[src/rtl/alu_arb_pkg.sv]
// Shared types and defaults for the two-requester ALU arbiter.
package alu_arb_pkg;

    localparam int ARB_WIDTH = 32;
    localparam int ARB_OPW   = 4;

    typedef logic req_id_t;

    typedef enum logic [1:0] {
        IDLE,
        ISSUE,
        WAIT,
        RESP
    } state_e;

endpackage

[src/rtl/alu_arb_rr.sv]
// Two-way round-robin pick: a lone valid wins, a tie goes to the requester not granted last.
module alu_arb_rr
    import alu_arb_pkg::*;
(
    input  logic [1:0] valid_i,
    input  req_id_t    last_grant_i,
    output req_id_t    grant_o,
    output logic       grant_any_o
);

    always_comb begin
        grant_o = 1'b0;
        if (valid_i[0] && valid_i[1]) begin
            grant_o = ~last_grant_i;
        end else if (valid_i[1]) begin
            grant_o = 1'b1;
        end
    end

    assign grant_any_o = |valid_i;

endmodule

[src/rtl/alu_arb_2x1.sv]
// Round-robin arbiter/sequencer for a shared ALU, one transaction in flight.
// Optional watchdog on the ALU wait enabled by defining ALU_ARB_TIMEOUT_EN.
module alu_arb_2x1
    import alu_arb_pkg::*;
#(
    parameter int WIDTH   = ARB_WIDTH,
    parameter int OPW     = ARB_OPW,
    parameter int TIMEOUT = 16
) (
    input  logic             clk,
    input  logic             rst_n,
    input  logic             req0_valid,
    output logic             req0_ready,
    input  logic [WIDTH-1:0] req0_a,
    input  logic [WIDTH-1:0] req0_b,
    input  logic [OPW-1:0]   req0_op,
    input  logic             req1_valid,
    output logic             req1_ready,
    input  logic [WIDTH-1:0] req1_a,
    input  logic [WIDTH-1:0] req1_b,
    input  logic [OPW-1:0]   req1_op,
    output logic [WIDTH-1:0] alu_a,
    output logic [WIDTH-1:0] alu_b,
    output logic [OPW-1:0]   alu_op,
    output logic             alu_start,
    input  logic             alu_done,
    input  logic [WIDTH-1:0] alu_result,
    output logic             rsp_valid,
    input  logic             rsp_ready,
    output logic             rsp_id,
    output logic [WIDTH-1:0] rsp_data,
    output logic             rsp_err
);

    state_e           state_q, state_d;
    req_id_t          last_grant_q;
    req_id_t          grant;
    logic             grant_any;
    logic             accept;
    logic             timeout;
    logic [WIDTH-1:0] alu_a_q, alu_b_q, rsp_data_q;
    logic [OPW-1:0]   alu_op_q;
    req_id_t          rsp_id_q;

    alu_arb_rr u_rr (
        .valid_i      ({req1_valid, req0_valid}),
        .last_grant_i (last_grant_q),
        .grant_o      (grant),
        .grant_any_o  (grant_any)
    );

    // Gating with rst_n keeps both readys low while reset is asserted.
    assign accept = rst_n && (state_q == IDLE) && grant_any;

    always_ff @(posedge clk) begin
        if (!rst_n) begin
            state_q <= IDLE;
        end else begin
            state_q <= state_d;
        end
    end

    always_comb begin
        state_d = state_q;
        case (state_q)
            IDLE:    if (accept) state_d = ISSUE;
            ISSUE:   state_d = WAIT;
            WAIT:    if (alu_done || timeout) state_d = RESP;
            RESP:    if (rsp_ready) state_d = IDLE;
            default: state_d = IDLE;
        endcase
    end

    always_comb begin
        req0_ready = 1'b0;
        req1_ready = 1'b0;
        alu_start  = 1'b0;
        rsp_valid  = 1'b0;
        case (state_q)
            IDLE: begin
                req0_ready = accept && (grant == 1'b0);
                req1_ready = accept && (grant == 1'b1);
            end
            ISSUE:   alu_start = 1'b1;
            RESP:    rsp_valid = 1'b1;
            default: ;
        endcase
    end

    always_ff @(posedge clk) begin
        if (!rst_n) begin
            alu_a_q      <= '0;
            alu_b_q      <= '0;
            alu_op_q     <= '0;
            rsp_id_q     <= 1'b0;
            rsp_data_q   <= '0;
            last_grant_q <= 1'b1;
        end else begin
            if (accept) begin
                alu_a_q      <= grant ? req1_a  : req0_a;
                alu_b_q      <= grant ? req1_b  : req0_b;
                alu_op_q     <= grant ? req1_op : req0_op;
                rsp_id_q     <= grant;
                last_grant_q <= grant;
            end
            if (state_q == WAIT && alu_done) begin
                rsp_data_q <= alu_result;
            end else if (timeout) begin
                rsp_data_q <= '0;
            end
        end
    end

`ifdef ALU_ARB_TIMEOUT_EN
    localparam int CNT_W = $clog2(TIMEOUT + 1);

    logic [CNT_W-1:0] wait_cnt_q;
    logic             rsp_err_q;

    // A done in the final WAIT cycle still wins over the watchdog.
    assign timeout = (state_q == WAIT) && !alu_done
                     && (wait_cnt_q == CNT_W'(TIMEOUT - 1));

    always_ff @(posedge clk) begin
        if (!rst_n) begin
            wait_cnt_q <= '0;
            rsp_err_q  <= 1'b0;
        end else begin
            if (state_q == ISSUE) begin
                wait_cnt_q <= '0;
            end else if (state_q == WAIT) begin
                wait_cnt_q <= wait_cnt_q + CNT_W'(1);
            end
            if (state_q == WAIT && (alu_done || timeout)) begin
                rsp_err_q <= timeout;
            end
        end
    end

    assign rsp_err = rsp_err_q;
`else
    localparam int unused_timeout = TIMEOUT;

    assign timeout = 1'b0;
    assign rsp_err = 1'b0;
`endif

    assign alu_a    = alu_a_q;
    assign alu_b    = alu_b_q;
    assign alu_op   = alu_op_q;
    assign rsp_id   = rsp_id_q;
    assign rsp_data = rsp_data_q;

endmodule
[config.mk]
export PLATFORM = sky130hd
export DESIGN_NAME = alu_arb_2x1
export DESIGN_NICKNAME = d
export VERILOG_FILES = /design/src/rtl/alu_arb_pkg.sv /design/src/rtl/alu_arb_rr.sv /design/src/rtl/alu_arb_2x1.sv
export SDC_FILE = /design/constraint.sdc
export NUM_CORES = 1
export LEC_CHECK = 0
export ABC_AREA = 1
export BUFFER_PORTS_ARGS = -buffer_cell sky130_fd_sc_hd__buf_2
export CAP_MARGIN = 20
export CORE_AREA = 2 2 110 112
export DETAILED_ROUTE_END_ITERATION = 8
export DIE_AREA = 0 0 112 114
export PLACE_DENSITY = 0.79
export REMOVE_ABC_BUFFERS = 1
export SLEW_MARGIN = 40
export SYNTH_ARGS = -nofsm -noshare
export SYNTH_HDL_FRONTEND = slang
export SYNTH_SLANG_ARGS = --single-unit
[constraint.sdc]
create_clock -name clk -period 1.6 [get_ports clk]
set_clock_uncertainty 0.05 [all_clocks]
set_input_delay 0.32 -clock clk [delete_from_list [all_inputs] [get_ports clk]]
set_output_delay 0.32 -clock clk [all_outputs]
set_load 0.1 [all_outputs]
==> results of run 1 <==
[stage by stage]
| step | hold slack (ns) | instances | util (%) |
|---|---|---|---|
| 6_report | 0.176 | 1123 | 57.2 |
| 5_1_grt | 0.170 | 1123 | 57.2 |
| 4_1_cts | 0.166 | 1121 | 56.7 |
| 3_5_place_dp | 0.402 | 1103 | 53.7 |
| 3_3_place_gp | 0.398 | 1103 | 53.7 |
| 2_1_floorplan | 0.355 | 652 | - |
[state kept, by name, summed over array words and instances, names as in the netlist]
register	flops
alu_a	32
alu_b	32
alu_op	4
last_grant_q	1
rsp_data	32
rsp_id	1
state_q	2
[final cells by class]
| class | instances | area, µm² | share of cell area (%) |
|---|---|---|---|
| Multi-Input combinational cell | 534 | 2310 | 34.5 |
| Inverter | 14 | 55.1 | 0.822 |
| Sequential cell | 104 | 2080 | 31.1 |
| Tap cell | 147 | 184 | 2.75 |
| Clock buffer | 11 | 233 | 3.48 |
| Timing Repair Buffer | 309 | 1760 | 26.3 |
| Clock inverter | 4 | 70.1 | 1.05 |
[timing repair]
item / 4_1_cts / 5_1_grt
endpoints found under the setup margin: 2 / 45
pin swaps: 3 / 4
setup buffers: 3 / 2
gates resized for setup: 13 / 4
gates cloned: 0 / 1
[cell families after synthesis]
logic type      after synthesis
simple gates                427
flops                       104
compound gates              102
buf+inv                      68
fa+ha+maj                     4
other cells                   1
[path summary, 6_finish.rpt]
kind | to | slack, ns
max | req0_ready | -0.11
min | rsp_data[23] | 0.18
max reg2reg | alu_a[1] | 0.10
min reg2reg | alu_a[26] | 0.41
[per-layer routing]
| metal | vias to the layer above | routed length, µm | track usage (%) |
|---|---|---|---|
| li1 | 2762 | - | - |
| met1 | 2364 | 6130 | 26.4 |
| met2 | 176 | 7240 | 39.6 |
| met3 | 31 | 924 | 5.31 |
| met4 | 0 | 378 | 7.89 |
| met5 | - | 0 | 0 |
[worst max-delay path, delay by kind of cell (launching register included)]
kind | cells | cell delay [ns]
buffers and inverters | 3 | 0.32
and+or+nand+nor | 3 | 0.21
DFF | 1 | 0.32
adders and majority gates | 1 | 0.14
[report_power, final]
group	internal (mW)	switching (mW)
Clock	1.36	0.893
Combinational	1.37	4.54
Sequential	3.01	0.197
Total	5.74	5.63
[cells in the final DEF, fill, tap and decap left out, types with 2 or more instances in the layout]
cell type,n
dfxtp_2,2
a21oi_1,70
buf_2,274
clkbuf_1,2
nand3_1,71
inv_1,6
inv_2,7
dfxtp_1,102
buf_12,8
bufinv_16,2
clkbuf_16,10
o21ai_0,32
nand2_2,4
buf_4,25
ha_4,2
nor2_1,66
nand2_1,284
clkinv_2,2
==> impl_metrics.toml, run 1 <==
[status]
status = "complete, but fails checks"
violations = "negative setup slack"

[setup_path]
endpoint_kind = "output pin"
slowest_stage = "dfxtp_2"
path_class = "register to output pin"
startpoint = "state_q[0]"
crit_fanout = 2
r2r_start = "state_q[0]"
worstPathArrival_ns = 1.34
crit_required_ns = 1.23
critPathLaunchType = "register"
crit_top_cell = "inv_2"
ff2ff_path_depth = 10
path_cells = "inv_2, ha_4, nand2_2, inv_2, nand2_4, nor2_4, buf_12"
slowest_delay_ns = 0.32

[synthesis]
synth-compound-area-share_pct = 10.9
synth_warnings = 0
async_flop_share_pct = 0
yosys.area_share.simple_pct = 36.4
ys.flop_type = "dfxtp_1"
synthMuxAreaShare_pct = 0
synth_top_family_by_area = "simple AND/OR/NAND/NOR gates"
syn-instance-count = 706
synth.distinct_cells = 17
synth_enable_flop_cells = 0
synth_commonest_cells = "285 x nand2_1, 104 x dfxtp_1, 71 x nand3_1"
synth_area_leaders = "dfxtp_1 44%, nand2_1 23%, nand3_1 7.6%"
yosysTopAreaCell = "dfxtp_1"
synthAdderAreaFrac_pct = 1.07
syn_area_mm2 = 0.00469
synth_most_common_cell = "nand2_1"
seq_area_frac_synth_pct = 44.4
synth_seq_cells = 104
synth_area_per_cell_um2 = 6.64
synth.top_cell.area_share_pct = 44.4
synth-xor-area-share_pct = 0

[timing]
relSlewSlack_pct = 65.4
rsz0062_at_grt = "yes"
worst_pin_slew_ns = 0.522
period_minus_slack_ns = 1.71
drv_slew = 0
fmax_mhz = 586
finalSetupViolCount = 2
hold_violations = 0
fin_crit_sh_pct = 107
setup_ws_ns = -0.106
fin_tns_setup_ns = -0.195

[clock_network]
cts_tree = "yes"
cts-root-buf = "clkbuf_16"
clk-insertion-delay-late_ns = 0.34
cts_hold_buf = 0
cts_buffers = 9
clk_path_buf_depth = 2
numClockSinks = 104
path_clk_slew_ns = 0.06
htree_num_levels = 3

[floorplan]
ioPinCount = 280
core_mm2 = 0.0117
die_h_um = 114
start_util_pct = 40.0
die_w_um = 112
rows = 40
dieArea_mm2 = 0.0128

[finish]
nFillCells = 1173
final_layout_size_suffix_gt1_share_pct = 34.9
design_area_mm2 = 0.00669
diodes = 0
layout.nets = 1150
synthToLayoutAreaGrowth_pct = 42.8

[detailed_routing]
dr.pass1.iters = 7
vias = 5333
antenna_left = 0
avgViaCountPerCell = 4.75
dr.first_iter.drc_count = 252
wl_um = 14700
drc = 0
avgRoutedWirePerCell_um = 13.1

[grt]
grt_overflow = 0
grt_pass1_vias = 4892
antenna_found_initial = 0
grt_pass1_wl_um = 23200
grt_start_max_net_pins = 46
track_usage_pct = 22.3

[run]
maxCapViolations = 0

[place]
post-place-ws_ns = 0.0414
io_buffers = 278
gp_congestion = 0.786
placed_area_mm2 = 0.00629
dpl.hpwl_um = 11000

[pwr]
power_density_mw_per_mm2 = 1700
totalPowerFinal_mw = 11.4
ir_worst_vdd_mv = 1.05
p_leak_nw = 3.52

[hold_path]
min_path_cells = 3
hp-class = "input pin to register"
worstHoldStart = "alu_result[23]"
(Power assumes the default switching activity.)
==> run 2, diff against run 1 <==
==> constraint.sdc (replaced) <==
create_clock -name clk -period 1.6 [get_ports clk]
set_clock_uncertainty 0.05 [all_clocks]
set_input_delay 0.24 -clock clk [delete_from_list [all_inputs] [get_ports clk]]
set_output_delay 0.24 -clock clk [all_outputs]
set_load 0.1 [all_outputs]
==> impl_metrics.toml, run 2 (synthesis gave the netlist of run 1 again) <==
[detailed_routing]
avgRoutedWirePerCell_um = 13.2
highest_layer = "met4"
dr_wl_met2_um = 7300
wl_um = 14700
met1_length_um = 6160
avgViaCountPerCell = 4.79
antenna_left = 0
wl_met3_um = 926
drc = 0
dr.pass1.iters = 4
dr.first_iter.drc_count = 331
vias = 5371

[timing]
fin_crit_sh_pct = 104
relSlewSlack_pct = 65.4
whs_ns = 0.0899
hold_violations = 0
period_minus_slack_ns = 1.66
fmax_mhz = 604
rsz0062_at_grt = "yes"
worst_pin_slew_ns = 0.523
setup_ws_ns = -0.0567
drv_slew = 0
finalSetupViolCount = 2

[grt]
grt_overflow = 0
grt_start_max_net_pins = 69
grt_pass1_wl_um = 23100
grt_pass1_vias = 4942
antenna_found_initial = 0
track_usage_pct = 22.1

[finish]
layout.nets = 1147
final_layout_size_suffix_gt1_share_pct = 35.2
final_cell_mix = "283 x nand2_1, 274 x buf_2, 102 x dfxtp_1"
synthToLayoutAreaGrowth_pct = 45.1
final_common_cell = "nand2_1"
nFillCells = 1189
diodes = 0
stdcell_count = 1121

[setup_path]
rrSetupSlack_ns = 0.05
r2r_start = "state_q[0]"
worstPathArrival_ns = 1.37
startpoint = "state_q[1]"
endpoint_kind = "output pin"
ff2ff_path_depth = 8
crit_fanout = 2
timing.rr.end = "rsp_data[24]"
path_class = "register to output pin"
critPathLaunchType = "register"
crit_end = "req0_ready"
crit_required_ns = 1.31

[pwr]
switching_share_pct = 48.1
ir_worst_vdd_mv = 0.857
p_int_mw = 6.16
p_comb_share_pct = 50.5
p_leak_nw = 3.56
seqPwrFrac_pct = 27.0
p_switching_mw = 5.72
totalPowerFinal_mw = 11.9
power_frac_clock_pct = 22.5
power_density_mw_per_mm2 = 1750

[floorplan]
dieArea_mm2 = 0.0128
core_mm2 = 0.0117
die_w_um = 112
ioPinCount = 280
start_util_pct = 40.0
die_h_um = 114
rows = 40

[clock_network]
cts_hold_buf = 0
numClockSinks = 104
path_clk_slew_ns = 0.07
cts_buffers = 9
cts_tree = "yes"
cts-root-buf = "clkbuf_16"
clk-insertion-delay-late_ns = 0.34
clk_path_buf_depth = 2
htree_num_levels = 3

[place]
io_buffers = 278
dpl.hpwl_um = 10400
dp.cells = 1097
post-place-ws_ns = 0.0850
gp_congestion = 0.798

[status]
violations = "negative setup slack"
status = "complete, but fails checks"

[hold_path]
hp-class = "input pin to register"

[run]
maxCapViolations = 0
-- run 2: cell type report --
| class | instances | area [µm²] | share of cell area [%] |
|---|---|---|---|
| clock buffers | 10 | 239 | 3.51 |
| well taps | 147 | 184 | 2.71 |
| inverters | 14 | 57.6 | 0.847 |
| repair buffers | 306 | 1790 | 26.3 |
| flip-flops and latches | 104 | 2080 | 30.7 |
| clock inverters | 6 | 130 | 1.91 |
| multi-input cells | 534 | 2310 | 34.0 |
-- run 2: timing repair --
action                                  CTS  global route
cloned                                    0             1
pin swaps                                 3             3
setup buffers                             4             3
endpoints found under the setup margin    2            59
resized for setup                        10            11
-- run 2: power groups by stage --
stage               registers [mW]  clock network [mW]  logic, mW
global route                  3.26                2.85       6.33
floorplan                     6.01                   0       1.51
detailed placement            3.25                   0       5.71
global placement              3.24                   0       5.67
CTS                           3.21                2.72       5.83
finish                        3.21                2.67       6.00
-- run 2: critical path, stage by stage, from the launching register on --
cell     delay (ns)
dfxtp_2        0.33
inv_2          0.08
ha_4           0.14
nand2_2        0.04
inv_2          0.07
nand2_4        0.06
nor2_4         0.11
buf_12         0.18
-- run 2: routing by layer --
metal | up-vias | track usage (%)
li1 | 2767 | -
met1 | 2382 | 27.2
met2 | 193 | 38.3
met3 | 29 | 4.14
met4 | 0 | 9.35
met5 | - | 0
-- run 2: stage by stage --
step	TNS (ns)	util, %	area [µm²]
2_1_floorplan	-53.58	-	4410
3_3_place_gp	0	53.7	6290
3_5_place_dp	0	53.7	6290
4_1_cts	-0.0751	57.3	6720
5_1_grt	-0.334	58.1	6800
6_report	-0.0907	58.1	6800
-- run 2: worst min path at each step --
stage | startpoint | to | slack, ns | cells after the start
6_report | alu_result[10] | rsp_data[10] | 0.09 | 3
2_1_floorplan | rst_n | last_grant_q | 0.27 | 1
4_1_cts | alu_result[10] | rsp_data[10] | 0.08 | 3
3_5_place_dp | alu_b[15] | alu_b[15] | 0.40 | 2
5_1_grt | alu_result[10] | rsp_data[10] | 0.09 | 3
3_3_place_gp | alu_b[29] | alu_b[29] | 0.40 | 2
